$ cat src/rtl/ahb_bm_pkg.sv
// Shared AHB bus-matrix encodings and the address-phase control bundle.
package ahb_bm_pkg;

   typedef enum logic [1:0] {
      TRN_IDLE   = 2'b00,
      TRN_BUSY   = 2'b01,
      TRN_NONSEQ = 2'b10,
      TRN_SEQ    = 2'b11
   } htrans_e;

   typedef enum logic [2:0] {
      BRST_SINGLE = 3'b000,
      BRST_INCR   = 3'b001,
      BRST_WRAP4  = 3'b010,
      BRST_INCR4  = 3'b011,
      BRST_WRAP8  = 3'b100,
      BRST_INCR8  = 3'b101,
      BRST_WRAP16 = 3'b110,
      BRST_INCR16 = 3'b111
   } hburst_e;

   typedef enum logic {
      RSP_OKAY  = 1'b0,
      RSP_ERROR = 1'b1
   } hresp_e;

   typedef struct packed {
      logic       write;
      logic [2:0] size;
      logic [2:0] burst;
      logic [3:0] prot;
      logic       lock;
   } ctrl_t;

   // NONSEQ and SEQ carry a real transfer; IDLE and BUSY never do.
   function automatic logic is_active_trans(input logic [1:0] trans);
      return trans[1];
   endfunction

endpackage

$ cat src/rtl/ahb_is_hold_reg.sv
// Address-phase holding register with replay mux: bypass is combinational, i_use_held selects the stored copy.
// Lock bit is only stored when AHB_IS_MASTLOCK_EN is defined; otherwise it reads as 0.
module ahb_is_hold_reg
   import ahb_bm_pkg::*;
#(
   parameter int ADDR_WIDTH = 32
) (
   input  logic                  clk,
   input  logic                  rst,
   input  logic                  i_load,
   input  logic                  i_use_held,
   input  logic [ADDR_WIDTH-1:0] i_addr,
   input  logic [1:0]            i_trans,
   input  ctrl_t                 i_ctrl,
   output logic [ADDR_WIDTH-1:0] o_addr,
   output logic [1:0]            o_trans,
   output ctrl_t                 o_ctrl
);

   logic [ADDR_WIDTH-1:0] r_addr;
   logic [1:0]            r_trans;
   ctrl_t                 r_ctrl;
   ctrl_t                 w_ctrl_live;

`ifdef AHB_IS_MASTLOCK_EN
   assign w_ctrl_live = i_ctrl;
`else
   always_comb begin
      w_ctrl_live      = i_ctrl;
      w_ctrl_live.lock = 1'b0;
   end
`endif

   always_ff @(posedge clk or posedge rst) begin
      if (rst) begin
         r_addr  <= '0;
         r_trans <= TRN_IDLE;
         r_ctrl  <= '0;
      end else if (i_load) begin
         r_addr  <= i_addr;
         r_trans <= i_trans;
         r_ctrl  <= w_ctrl_live;
      end
   end

   assign o_addr  = i_use_held ? r_addr  : i_addr;
   assign o_trans = i_use_held ? r_trans : i_trans;
   assign o_ctrl  = i_use_held ? r_ctrl  : w_ctrl_live;

endmodule

$ cat src/rtl/ahb_input_stage.sv
// Per-master AHB input stage: passes a granted transfer through with zero latency, holds and replays a denied one
// while stalling the master, and routes slave HREADYOUT/HRESP back. Lock forwarding needs AHB_IS_MASTLOCK_EN.
module ahb_input_stage
   import ahb_bm_pkg::*;
#(
   parameter int ADDR_WIDTH = 32
) (
   input  logic                  HCLK,
   input  logic                  HRESET,
   input  logic                  HSELS,
   input  logic [ADDR_WIDTH-1:0] HADDRS,
   input  logic [1:0]            HTRANSS,
   input  logic                  HWRITES,
   input  logic [2:0]            HSIZES,
   input  logic [2:0]            HBURSTS,
   input  logic [3:0]            HPROTS,
   input  logic                  HMASTLOCKS,
   input  logic                  HREADYS,
   output logic                  HREADYOUTS,
   output logic                  HRESPS,
   output logic                  sel_dec,
   output logic [ADDR_WIDTH-1:0] addr_dec,
   output logic [1:0]            trans_dec,
   output logic                  write_dec,
   output logic [2:0]            size_dec,
   output logic [2:0]            burst_dec,
   output logic [3:0]            prot_dec,
   output logic                  mastlock_dec,
   input  logic                  active_dec,
   input  logic                  readyout_dec,
   input  logic                  resp_dec
);

   logic       r_pend_tran;
   logic       r_data_phase;
   logic       w_new_tran;
   logic       w_accepted;
   logic       w_load;
   logic [1:0] w_trans;
   ctrl_t      w_ctrl_in;
   ctrl_t      w_ctrl_out;

   assign w_new_tran = HSELS & HREADYS & is_active_trans(HTRANSS);
   assign sel_dec    = r_pend_tran | w_new_tran;
   assign w_accepted = sel_dec & active_dec & readyout_dec;
   // A pending transfer is never overwritten, even by an (illegal) new one.
   assign w_load     = w_new_tran & ~r_pend_tran;
   assign w_ctrl_in  = {HWRITES, HSIZES, HBURSTS, HPROTS, HMASTLOCKS};

   ahb_is_hold_reg #(
      .ADDR_WIDTH (ADDR_WIDTH)
   ) u_hold (
      .clk        (HCLK),
      .rst        (HRESET),
      .i_load     (w_load),
      .i_use_held (r_pend_tran),
      .i_addr     (HADDRS),
      .i_trans    (HTRANSS),
      .i_ctrl     (w_ctrl_in),
      .o_addr     (addr_dec),
      .o_trans    (w_trans),
      .o_ctrl     (w_ctrl_out)
   );

   always_ff @(posedge HCLK or posedge HRESET) begin
      if (HRESET) begin
         r_pend_tran  <= 1'b0;
         r_data_phase <= 1'b0;
      end else begin
         if (w_accepted)
            r_pend_tran <= 1'b0;
         else if (w_new_tran)
            r_pend_tran <= 1'b1;

         if (w_accepted)
            r_data_phase <= 1'b1;
         else if (readyout_dec)
            r_data_phase <= 1'b0;
      end
   end

   assign trans_dec    = sel_dec ? w_trans : TRN_IDLE;
   assign write_dec    = w_ctrl_out.write;
   assign size_dec     = w_ctrl_out.size;
   assign burst_dec    = w_ctrl_out.burst;
   assign prot_dec     = w_ctrl_out.prot;
   assign mastlock_dec = w_ctrl_out.lock;

   assign HREADYOUTS = r_pend_tran ? 1'b0 : (r_data_phase ? readyout_dec : 1'b1);
   assign HRESPS     = r_data_phase ? resp_dec : RSP_OKAY;

endmodule
$ cat config.mk
export PLATFORM = sky130hd
export DESIGN_NAME = ahb_input_stage
export DESIGN_NICKNAME = d
export VERILOG_FILES = /design/src/rtl/ahb_bm_pkg.sv /design/src/rtl/ahb_is_hold_reg.sv /design/src/rtl/ahb_input_stage.sv
export SDC_FILE = /design/constraint.sdc
export NUM_CORES = 1
export LEC_CHECK = 0
export CORE_MARGIN = 2
export CORE_UTILIZATION = 46
export DETAILED_ROUTE_END_ITERATION = 10
export GPL_TIMING_DRIVEN = 0
export PLACE_DENSITY = 0.85
export SLEW_MARGIN = 5
export SYNTH_ARGS = -nofsm -noshare
export SYNTH_HDL_FRONTEND = slang
export SYNTH_SLANG_ARGS = --single-unit
$ cat constraint.sdc
create_clock -name HCLK -period 4.35 [get_ports HCLK]
set_clock_uncertainty 0.2 [all_clocks]
set_input_delay 1.0875 -clock HCLK [delete_from_list [all_inputs] [get_ports HCLK]]
set_output_delay 1.0875 -clock HCLK [all_outputs]
set_load 0.01 [all_outputs]
**Word-level counts from Yosys, hierarchy flattened**

Index checks and enable logic that the tools add are counted.
W data, S select, Z words.

- Register bits: 47
- Logic and storage cells: 28

- Muxes and demuxes: 11
- Bitwise operators: 7
- Reduce and logical (&&, ||, !) cells: 2

Operators by type and width:

| cell | count |
|---|---|
| $mux W32 | 1 |
| $mux W12 | 1 |
| $mux W1 | 7 |
| $and A1 B1 Y1 | 5 |
| $mux W2 | 2 |
| $reduce_bool A2 Y1 | 2 |
| $not A1 Y1 | 1 |
| $or A1 B1 Y1 | 1 |

**Logic depth before layout (Yosys ltp)**

- Depth after elaboration: 6
- Gate-level depth with buffers: 4
- Depth with buffers taken out: 2

**Hierarchy**

Synthesis repeated with hierarchy kept, for this count alone.

- Cell total of the unflattened synthesis: 163
- Area, all modules: 2776.4 µm²

By module, submodules not included:

| module | instances | cells each | area an instance (µm²) | seq. area each (µm²) |
|---|---|---|---|---|
| ahb_is_hold_reg | 1 | 148 | 2637.5 | 1126.1 |
| ahb_input_stage | 1 | 15 | 138.9 | 50.0 |

**Worst setup path before layout**

OpenSTA, ideal clock, no wires.

- Path type: input port to output port
- Start: in HTRANSS[1]
- End: out trans_dec[0]
- Arrival: 1757 ps
- Setup slack: 1306 ps
- Stages: 4
- Buffers on the path: 2
- Cells stage by stage: nand4b_4 buf_6 buf_6 o21ai_0

- Word-level cells in the longest chain between the ends: 3

RTL lines:

| item | RTL line | RTL |
|---|---|---|
| start, declared | ahb_input_stage.sv:12 | `input logic [1:0] HTRANSS,` |
| $and A1 B1 Y1 | ahb_input_stage.sv:43 | `assign w_new_tran = HSELS & HREADYS & is_active_trans(HTRANSS);` |
| $or A1 B1 Y1 | ahb_input_stage.sv:44 | `assign sel_dec = r_pend_tran \| w_new_tran;` |
| $mux W2 | ahb_input_stage.sv:82 | `assign trans_dec = sel_dec ? w_trans : TRN_IDLE;` |
| end, declared | ahb_input_stage.sv:23 | `output logic [1:0] trans_dec,` |

No other way between the ends.

**Final worst setup path**

Ends and elaborated chain as after synthesis.

==> impl_metrics.csv <==
group,metric,value,unit
status,outcome,"complete, no violations",
flow_run,maxCapViolations,0,
worst_setup_path,start_kind,"input port",
clocking,worstSkewPairLatency,290,ps
synthesis,yosys.area_share.simple,2.10,%
worst_setup_path,crit_required,3060,ps
synthesis,synthDistinctLibCells,16,
cells_and_area,final_cell_mix,"clkdlybuf4s50_1, mux2_2, dfrtp_1, mux2_4, clkbuf_8",
synthesis,synth_seq_cells,47,
pwr,combPwrFrac,36.7,%
synthesis,ys_seq_area_share,48.1,%
routing,post_drt_wl_per_cell,15.3,µm
clocking,cts_buffer_depth,2,
timing,rsz0062_at_grt,"no",
synthesis,post_synth_fa_ha_maj_area_fraction,0,%
pwr,power.density,363,nW/µm²
worst_setup_path,max_stage_delay,550,ps
worst_setup_path,arrival,2760,ps
routing,drc,0,
synthesis,synth_area,2440,µm²
worst_setup_path,path_cells,"clkdlybuf4s50_1 -> nand4b_4 -> buf_6 -> buf_6 -> o21ai_0 -> clkdlybuf4s50_1",
pwr,p_leak,1.60,nW
timing,setup_viol,0,
grt,grt_pass1_vias,1705,
clocking,numCtsBuffers,5,
grt,gr-total-overflow,0,
floorplanning,fp.dieW,76.9,µm
clocking,holdBufCountCts,0,
min_path,worstHoldPathType,"reg2reg",
clocking,cts-root-buf,"clkbuf_8",
pwr,vdd_drop_max,0.177,mV
routing,vias,1688,
pwr,power_frac_seq,44.4,%
routing,firstDrtPassIters,4,
synthesis,synth_warnings,0,
place,port_buffers,99,
floorplanning,initial_core_util,47.9,%
synthesis,synth-compound-area-share,1.23,%
cells_and_area,final_core_util,71.0,%
routing,ant_nets,0,
timing,maxClockFrequency,247,MHz
floorplanning,io_pins,102,
synthesis,synth_top_area_cell,"dfrtp_1",
floorplanning,coreArea,5110,µm²
synthesis,netlist.area_leader.share,48.1,%
place,hpwl,3820,µm
pwr,p_int,0.977,mW
timing,drv_slew,0,
synthesis,synth_area_per_cell,15.1,µm²
floorplanning,std_cell_rows,26,
worst_setup_path,worstSetupPathType,"in2out",
place,place_congestion,0.733,
clocking,postCtsSetupRepairBufs,0,
cells_and_area,area_delta_synth_final,48.3,%
synthesis,syn_nets,215,
grt,grt_pass1_wl,8350,µm
pwr,swShare,25.8,%
grt,antenna_found_initial,0,
clocking,cts.htree.levels,2,
timing,finalHoldViolCount,0,
routing,routed_wirelength,5190,µm
cells_and_area,drive_above_1_share,39.6,%
clocking,clkSinkCount,47,
routing,dr.first_iter.drc_count,28,
synthesis,muxShareOfSynthArea,44.2,%
grt,globalRouteTotalUtil,17.7,%
cells_and_area,nNetsFinal,322,
worst_setup_path,crit_path_end_kind,"output port",
synthesis,synthXorXnorAreaFrac,0,%
clocking,cts_resized,0,
timing,min_period_over_period,93.1,%
clocking,cts_tree,"yes",
pwr,clkPwrFrac,18.9,%
synthesis,synth_top_family_by_area,"multiplexers",
floorplanning,dieArea,5910,µm²
synthesis,synthTopCellsByArea,"dfrtp_1, mux2_2, mux2_4, buf_6, nand4b_4",
floorplanning,die_h,76.9,µm
timing,fin_tns_setup,0,ps
clocking,clkSlewWorstSetupHoldPaths,90,ps
timing,fin_crit,4050,ps
routing,via_per_inst,4.96,
grt,grt_start_max_net_pins,30,
cells_and_area,n_antenna_cell,0,
synthesis,syn-instance-count,162,
worst_setup_path,critPathSlowestCell,"clkdlybuf4s50_1",
worst_setup_path,crit_path_max_fanout,10,
pwr,p_switching,0.340,mW
cells_and_area,layout_commonest_cell,"clkdlybuf4s50_1",
[sequential cells by signal, summed over array words and instances (netlist names)]
signal,flops
u_hold.r_addr,32
u_hold.r_ctrl,11
u_hold.r_trans,2
r_data_phase,1
r_pend_tran,1
[final timing paths]
path / depth (start not counted) / end / slack, ps / from
setup / recovery: 6 / trans_dec[0] / 300 / HTRANSS[1]
hold / removal: 1 / u_hold.r_trans[1] / 300 / u_hold.r_trans[1]
setup reg to reg: 4 / u_hold.r_addr[8] / 2830 / r_pend_tran
hold reg to reg: 1 / u_hold.r_trans[1] / 300 / u_hold.r_trans[1]
max in group asynchronous: 3 / u_hold.r_trans[0] / 2530 / HRESET
min in group asynchronous: 2 / u_hold.r_addr[8] / 920 / HRESET
[power groups by stage]
stage / combinational (mW) / clock (mW) / sequential [mW]
after global routing: 0.516 / 0.276 / 0.597
final: 0.483 / 0.249 / 0.586
after floorplan: 0.280 / 0 / 0.576
after global placement: 0.478 / 0 / 0.585
after CTS: 0.490 / 0.257 / 0.584
after detailed placement: 0.487 / 0 / 0.590
[cell type report]
class                           instances  area [µm²]
Multi-Input combinational cell        100        1170
Fill cell                             377        1480
Buffer                                 11        87.6
Sequential cell                        47        1180
Clock buffer                            7        76.3
Clock inverter                          1        5.00
Inverter                                4        15.0
Tap cell                               70        87.6
Timing Repair Buffer                  100        1010
[kinds of logic after synthesis]
group,count (synthesis)
AO/OA/AOI/OAI,5
buffers and inverters,15
flip-flops,47
multiplexers,87
other,1
AND/OR/NAND/NOR,7
[routing by layer]
layer,vias up,routed length (µm),track usage (%)
li1,792,-,-
met1,825,2290,23.2
met2,62,2470,29.3
met3,9,352,4.24
met4,0,70,5.09
met5,-,0,0
[cell usage after synthesis]
master	number
mux2_2	60
dfrtp_1	47
mux2_4	27
buf_2	4
buf_6	4
inv_1	4
nand2_1	4
buf_4	3
a21oi_1	2
a31oi_1	1
and2_1	1
conb_1	1
nand2b_1	1
nand4b_4	1
o21ai_0	1
o2bb2ai_1	1
[worst max-delay path, delay by kind of cell]
family	cells	cell delay, ps
compound gates	1	140
buf+inv	4	1400
simple gates	1	120
[through the flow]
step	setup WS (ps)	power, mW	hold slack [ps]	cell area, µm²	instances
after global placement	307	1.06	254	3520	331
after global routing	239	1.39	320	3620	340
final	300	1.32	302	3620	340
after CTS	292	1.33	308	3620	340
after floorplan	1310	0.856	235	2440	162
after detailed placement	285	1.08	287	3540	332
Power figures use the tool's default switching activity.
